**src/rtl/fixed_pkg.sv**
```systemverilog
// fixed_pkg: rounding-mode type, stochastic LFSR taps and width helpers
// shared by the fixed-point requantiser and its saturation stage.
package fixed_pkg;
    typedef enum logic [1:0] {
        RND_FLOOR         = 2'd0,
        RND_HALF_UP       = 2'd1,
        RND_HALF_EVEN     = 2'd2,
        RND_AWAY_OR_STOCH = 2'd3
    } round_mode_e;

    // Galois form of the x^32 + x^22 + x^2 + x + 1 polynomial
    localparam logic [31:0] LFSR_TAPS = 32'h8020_0003;

    function automatic int in_width(input int guardw, input int intw, input int ratw, input int dropw);
        return guardw + intw + ratw + dropw;
    endfunction

    function automatic int out_width(input int intw, input int ratw);
        return intw + ratw;
    endfunction
endpackage

```
**src/rtl/fixed_sat.sv**
```systemverilog
// fixed_sat: combinational clamp of a signed IN_W-bit value to OW bits with an overflow flag.
module fixed_sat #(
    parameter int IN_W = 23,
    parameter int OW   = 20
) (
    input  logic [IN_W-1:0] din,
    output logic [OW-1:0]   dout,
    output logic            sat
);
    logic [IN_W-OW:0] hi;

    // the value fits only when every bit from the output sign upward agrees
    always_comb begin
        hi   = din[IN_W-1:OW-1];
        sat  = !(&hi || ~|hi);
        dout = !sat ? din[OW-1:0] : din[IN_W-1] ? {1'b1, {(OW-1){1'b0}}} : {1'b0, {(OW-1){1'b1}}};
    end
endmodule

```
**src/rtl/fixed_round_pipe.sv**
```systemverilog
// fixed_round_pipe: 2-stage signed requantiser (round, shift, saturate) with valid/ready.
// Define ROUND_STOCHASTIC_EN to turn mode 11 into LFSR-driven stochastic rounding.
module fixed_round_pipe
    import fixed_pkg::*;
#(
    parameter int          INTW      = 10,
    parameter int          RATW      = 10,
    parameter int          DROPW     = 10,
    parameter int          GUARDW    = 2,
    parameter int          CNTW      = 16,
    parameter logic [31:0] LFSR_SEED = 32'hACE1_2468
) (
    input  logic                                          clk,
    input  logic                                          rst_n,
    input  logic                                          in_valid,
    output logic                                          in_ready,
    input  logic [in_width(GUARDW, INTW, RATW, DROPW)-1:0] in_data,
    input  logic [1:0]                                    in_mode,
    output logic                                          out_valid,
    input  logic                                          out_ready,
    output logic [out_width(INTW, RATW)-1:0]              out_data,
    output logic                                          out_sat,
    input  logic                                          sat_clr,
    output logic [CNTW-1:0]                               sat_count
);
    localparam int IW = in_width(GUARDW, INTW, RATW, DROPW);
    localparam int OW = out_width(INTW, RATW);
    localparam int SW = IW + 1 - DROPW;
    localparam logic [IW:0] H = {{IW{1'b0}}, 1'b1} << (DROPW - 1);

    if (DROPW < 1 || DROPW > 32 || LFSR_SEED == 32'd0) begin : g_bad_cfg
        $error("fixed_round_pipe: DROPW must be 1..32 and LFSR_SEED non-zero");
    end

    round_mode_e     mode;
    logic            s1_v, s2_v, s2_en, sat_flag;
    logic [IW:0]     inc, sum, odd_inc;
    logic [SW-1:0]   s1_d, s1_q;
    logic [OW-1:0]   sat_data;

`ifdef ROUND_STOCHASTIC_EN
    logic [31:0] lfsr;
    always_ff @(posedge clk or negedge rst_n)
        if (!rst_n) lfsr <= LFSR_SEED;
        else if (in_valid && in_ready && mode == RND_AWAY_OR_STOCH) lfsr <= (lfsr >> 1) ^ (lfsr[0] ? LFSR_TAPS : 32'd0);
    assign odd_inc = {{(IW+1-DROPW){1'b0}}, lfsr[DROPW-1:0]};
`else
    assign odd_inc = in_data[IW-1] ? H - 1'b1 : H;
`endif

    always_comb begin
        mode = round_mode_e'(in_mode);
        inc  = mode == RND_FLOOR ? '0 :
               mode == RND_HALF_UP ? H :
               mode == RND_HALF_EVEN ? H - 1'b1 + {{IW{1'b0}}, in_data[DROPW]} : odd_inc;
        sum  = {in_data[IW-1], in_data} + inc;
        s1_d = SW'($signed(sum) >>> DROPW);
    end

    // a stage refills whenever it is empty or its occupant moves on this cycle
    assign s2_en     = !s2_v || out_ready;
    assign in_ready  = !s1_v || s2_en;
    assign out_valid = s2_v;

    fixed_sat #(.IN_W(SW), .OW(OW)) u_sat (
        .din  (s1_q),
        .dout (sat_data),
        .sat  (sat_flag)
    );

    always_ff @(posedge clk or negedge rst_n) begin
        if (!rst_n) begin
            s1_v     <= 1'b0;
            s1_q     <= '0;
            s2_v     <= 1'b0;
            out_data <= '0;
            out_sat  <= 1'b0;
        end else begin
            if (in_ready) begin
                s1_v <= in_valid;
                s1_q <= s1_d;
            end
            if (s2_en) begin
                s2_v     <= s1_v;
                out_data <= sat_data;
                out_sat  <= sat_flag;
            end
        end
    end

    always_ff @(posedge clk or negedge rst_n)
        if (!rst_n) sat_count <= '0;
        else if (sat_clr) sat_count <= '0;
        else if (out_valid && out_ready && out_sat && !(&sat_count)) sat_count <= sat_count + 1'b1;
endmodule

```
**config.mk**
```make
export PLATFORM = sky130hd
export DESIGN_NAME = fixed_round_pipe
export DESIGN_NICKNAME = d
export VERILOG_FILES = /design/src/rtl/fixed_pkg.sv /design/src/rtl/fixed_sat.sv /design/src/rtl/fixed_round_pipe.sv
export SDC_FILE = /design/constraint.sdc
export NUM_CORES = 1
export LEC_CHECK = 0
export BUFFER_PORTS_ARGS = -buffer_cell sky130_fd_sc_hd__buf_2
export CAP_MARGIN = 40
export CORE_MARGIN = 5
export CORE_UTILIZATION = 35
export CTS_BUF_LIST = sky130_fd_sc_hd__clkbuf_4 sky130_fd_sc_hd__clkbuf_8
export DETAILED_ROUTE_END_ITERATION = 10
export SYNTH_ARGS = -nofsm -noshare
export SYNTH_HDL_FRONTEND = slang
export SYNTH_SLANG_ARGS = --single-unit
```
**constraint.sdc**
```tcl
create_clock -name clk -period 3.4 [get_ports clk]
set_clock_uncertainty 0.1 [all_clocks]
set_input_delay 0.34 -clock clk [delete_from_list [all_inputs] [get_ports clk]]
set_output_delay 0.34 -clock clk [all_outputs]
set_load 0.03 [all_outputs]
```
==> impl_results.md <==
- Xor-xnor portion of the synthesized cell area: 5.710%
- Final Max Tran Viols: 0
- CORE AREA: 0.009328 sq mm
- Routed WL per cell: 13.99 um
- Hpwl dp: 6.302 mm
- Period utilisation layout: 82.05%
- Post-synthesis register bit count: 62
- # rows: 35
- Final Critical Period: 2.790 ns
- YS warnings: 0
- Via count: 2,973
- Post-synth ARST share: 100.0%
- Die ar.: 0.01171 sq mm
- Worst relative slew slack: 45.10%
- Placement Setup Slack: 0.2800 ns
- Critical Path Start Type: primary input
- Crit path capture type: flop
- # placed instances: 576
- Tot GR Track Use: 14.91%
- Crit Path Max Fanout: 9
- Setup ws final: 0.6104 ns
- Synth Instances: 376
- Mux contribution to synthesized area: 2.113%
- Core Util, Final: 44.56%
- ANT cells: 0
- Largest area contributor in the netlist: dfrtp_1
- Register area share after synthesis: 45.98%
- Count of flip-flops with a built-in enable after synthesis: 0
- Die width: 108.2 um
- Most frequent cells in the layout: buf_2 (77), dfrtp_1 (62), nand2_1 (57), nor2_1 (52), a21oi_1 (36)
- Drt drc: 0
- Global placer's final weighted congestion: 0.8558
- Antenna Nets Post-Route: 0
- Nets: 508
- Port bufs: 77
- Synthesized area: 0.003374 sq mm
- Syn_area_per_cell: 8.975 sq um
- Share of cells above drive strength 1: 24.35%
- Initial DRC count: 137
- Finished Layout Cells: 593
- Hold WS: 0.09640 ns
- Max_cap viols: 0
- Level count of the clock H-tree: 3
- Clk_lat worst skew: 0.34 ns
- Netlist cell types: 48
- RSZ-0062 raised after global routing: no
- Critical path class: in2reg
- Fill cell count: 954
- Vias per Instance: 5.013
- Die Y: 108.2 um
- GRT overflow: 0
- Placed cell area: 0.003924 sq mm
- Simple-Gate Fraction of Synth Area: 24.40%
- Compound-cell area share of the yosys netlist: 15.72%
- Area share of the largest cell type after synthesis: 45.98%
- Top cells by area, synth: dfrtp_1 (46%), nand2_1 (6.3%), nor2_1 (5.8%), a21oi_1 (5.3%), ha_1 (3.7%)
- Setup-failing EPs final: 0
- Status: finished, final reports clean
- Commonest non-fill, non-tap cell in the layout: buf_2
- HP Class: in2reg
- P_leak: 1.837 nW
- Ys flop type: dfrtp_1
- Initial Utilization: 36.18%
- Top Ports: 78
- Power, Total: 1.995 mW
- Num CTS Buffers: 9
- Largest family of logic cells by synthesized area: simple AND/OR/NAND/NOR gates
- Root buffer cell: clkbuf_8
- Fmax: 358.5 MHz
- Clock-pin transition on the worst setup and hold timing paths: 0.08 ns
- Slew @ Worst Pin: 0.8235 ns
- Adder-cell share of the synthesized area: 3.708%
- Final Instance Area: 0.004156 sq mm
- CTS sink cnt: 62
- Largest buffer count on any clock path: 2
- Post-Route Setup TNS: 0 ns
- CP required: 3.57 ns
- Arr. time, crit path: 2.96 ns
- Peak VDD IR: 192.6 uV
- Post-CTS sizing: 0
- Clock tree from TritonCTS: done
- Mapped Nets: 425
- Area growth syn-to-layout: 23.17%
- Pre-antenna DRT Iters: 4
- Antenna violations before repair: 0
- Final hold vios: 0
- Vias in the first global route: 2,946
- Largest net degree at the start of global routing: 29
- Routed WL: 8.299 mm
- Global-route wire length before repair: 13.75 mm
- Power Dens Cells: 479.9 mW/mm^2
[repair_timing]
item,4_1_cts,5_1_grt
hold endpoints to repair,24,0
buffers inserted,0,0
hold buffers,1,0
[synthesized netlist by cell type, types with 2 or more instances]
library cell,n
dfrtp_1,62
nand2_1,57
nor2_1,52
a21oi_1,36
nand3_1,17
xnor2_1,13
ha_1,10
o21ai_0,10
clkbuf_1,9
nor3_1,9
xor2_1,9
and3_1,8
nand4_1,8
inv_1,7
mux2i_1,6
and2_1,5
a211oi_1,4
a21o_1,4
a31oi_1,4
nand2b_1,4
nor2b_1,4
nor4_1,4
a22oi_1,3
buf_1,3
o31ai_1,3
a21oi_4,2
and4_1,2
[critical path: stages]
cell	delay [ns]
buf_2	0.11
or2_1	0.24
a21boi_0	0.16
buf_4	0.19
nor2_1	0.06
ha_1	0.32
and4_1	0.36
o311a_4	0.25
a211oi_4	0.06
a21oi_4	0.31
or4b_1	0.46
nand3_1	0.09
[metal layers]
| metal | routed length [um] | GRT usage, % | up-vias | part of all wire (%) |
|---|---|---|---|---|
| met5 | 0 | 0 | - | 0 |
| met4 | 36 | 4.058 | 0 | 0.43 |
| met3 | 590 | 4.896 | 4 | 7.1 |
| met2 | 4048 | 24.69 | 78 | 49 |
| met1 | 3624 | 18.71 | 1408 | 44 |
| li1 | - | - | 1483 | - |
[sequential cells by signal (all words and copies together) (netlist names)]
register / cells
out_data: 20
out_sat: 1
s1_v: 1
sat_count: 16
s1_q: 23
out_valid: 1
[cell type report]
class,count,area [sq um],share of cell area [%]
Sequential cell,62,1551,37.33
Tap cell,129,161.4,3.883
Multi-Input combinational cell,293,1743,41.93
Timing Repair Buffer,85,447.9,10.78
Clock buffer,9,123.9,2.980
Clock inverter,7,98.84,2.378
Inverter,8,30.03,0.7225
[final timing paths]
path | from | endpoint | slack (ns) | depth (start not counted)
min in group asynchronous | rst_n | sat_count[10] | 0.45 | 2
worst min register to register | out_data[19] | out_data[19] | 0.36 | 2
max in group asynchronous | rst_n | s1_q[3] | 1.93 | 3
worst max register to register | out_valid | s1_q[17] | 1.07 | 8
worst min-delay path | in_valid | s1_v | 0.1 | 2
worst max-delay path | in_data[10] | s1_q[9] | 0.61 | 12
[power breakdown]
| part | leakage [nW] | switching (mW) | internal (mW) |
|---|---|---|---|
| Sequential | 0.737 | 0.0462 | 0.815 |
| Clock | 0.109 | 0.303 | 0.415 |
| Combinational | 0.990 | 0.277 | 0.138 |
[logic make-up after synthesis]
| family | count (synthesis) |
|---|---|
| buffers and inverters | 21 |
| xor gates and xnor gates | 22 |
| muxes | 7 |
| adders and majority gates | 10 |
| and+or+nand+nor | 177 |
| DFF | 62 |
| AOI/OAI and AO/OA | 77 |
(Power assumes the default switching activity.)
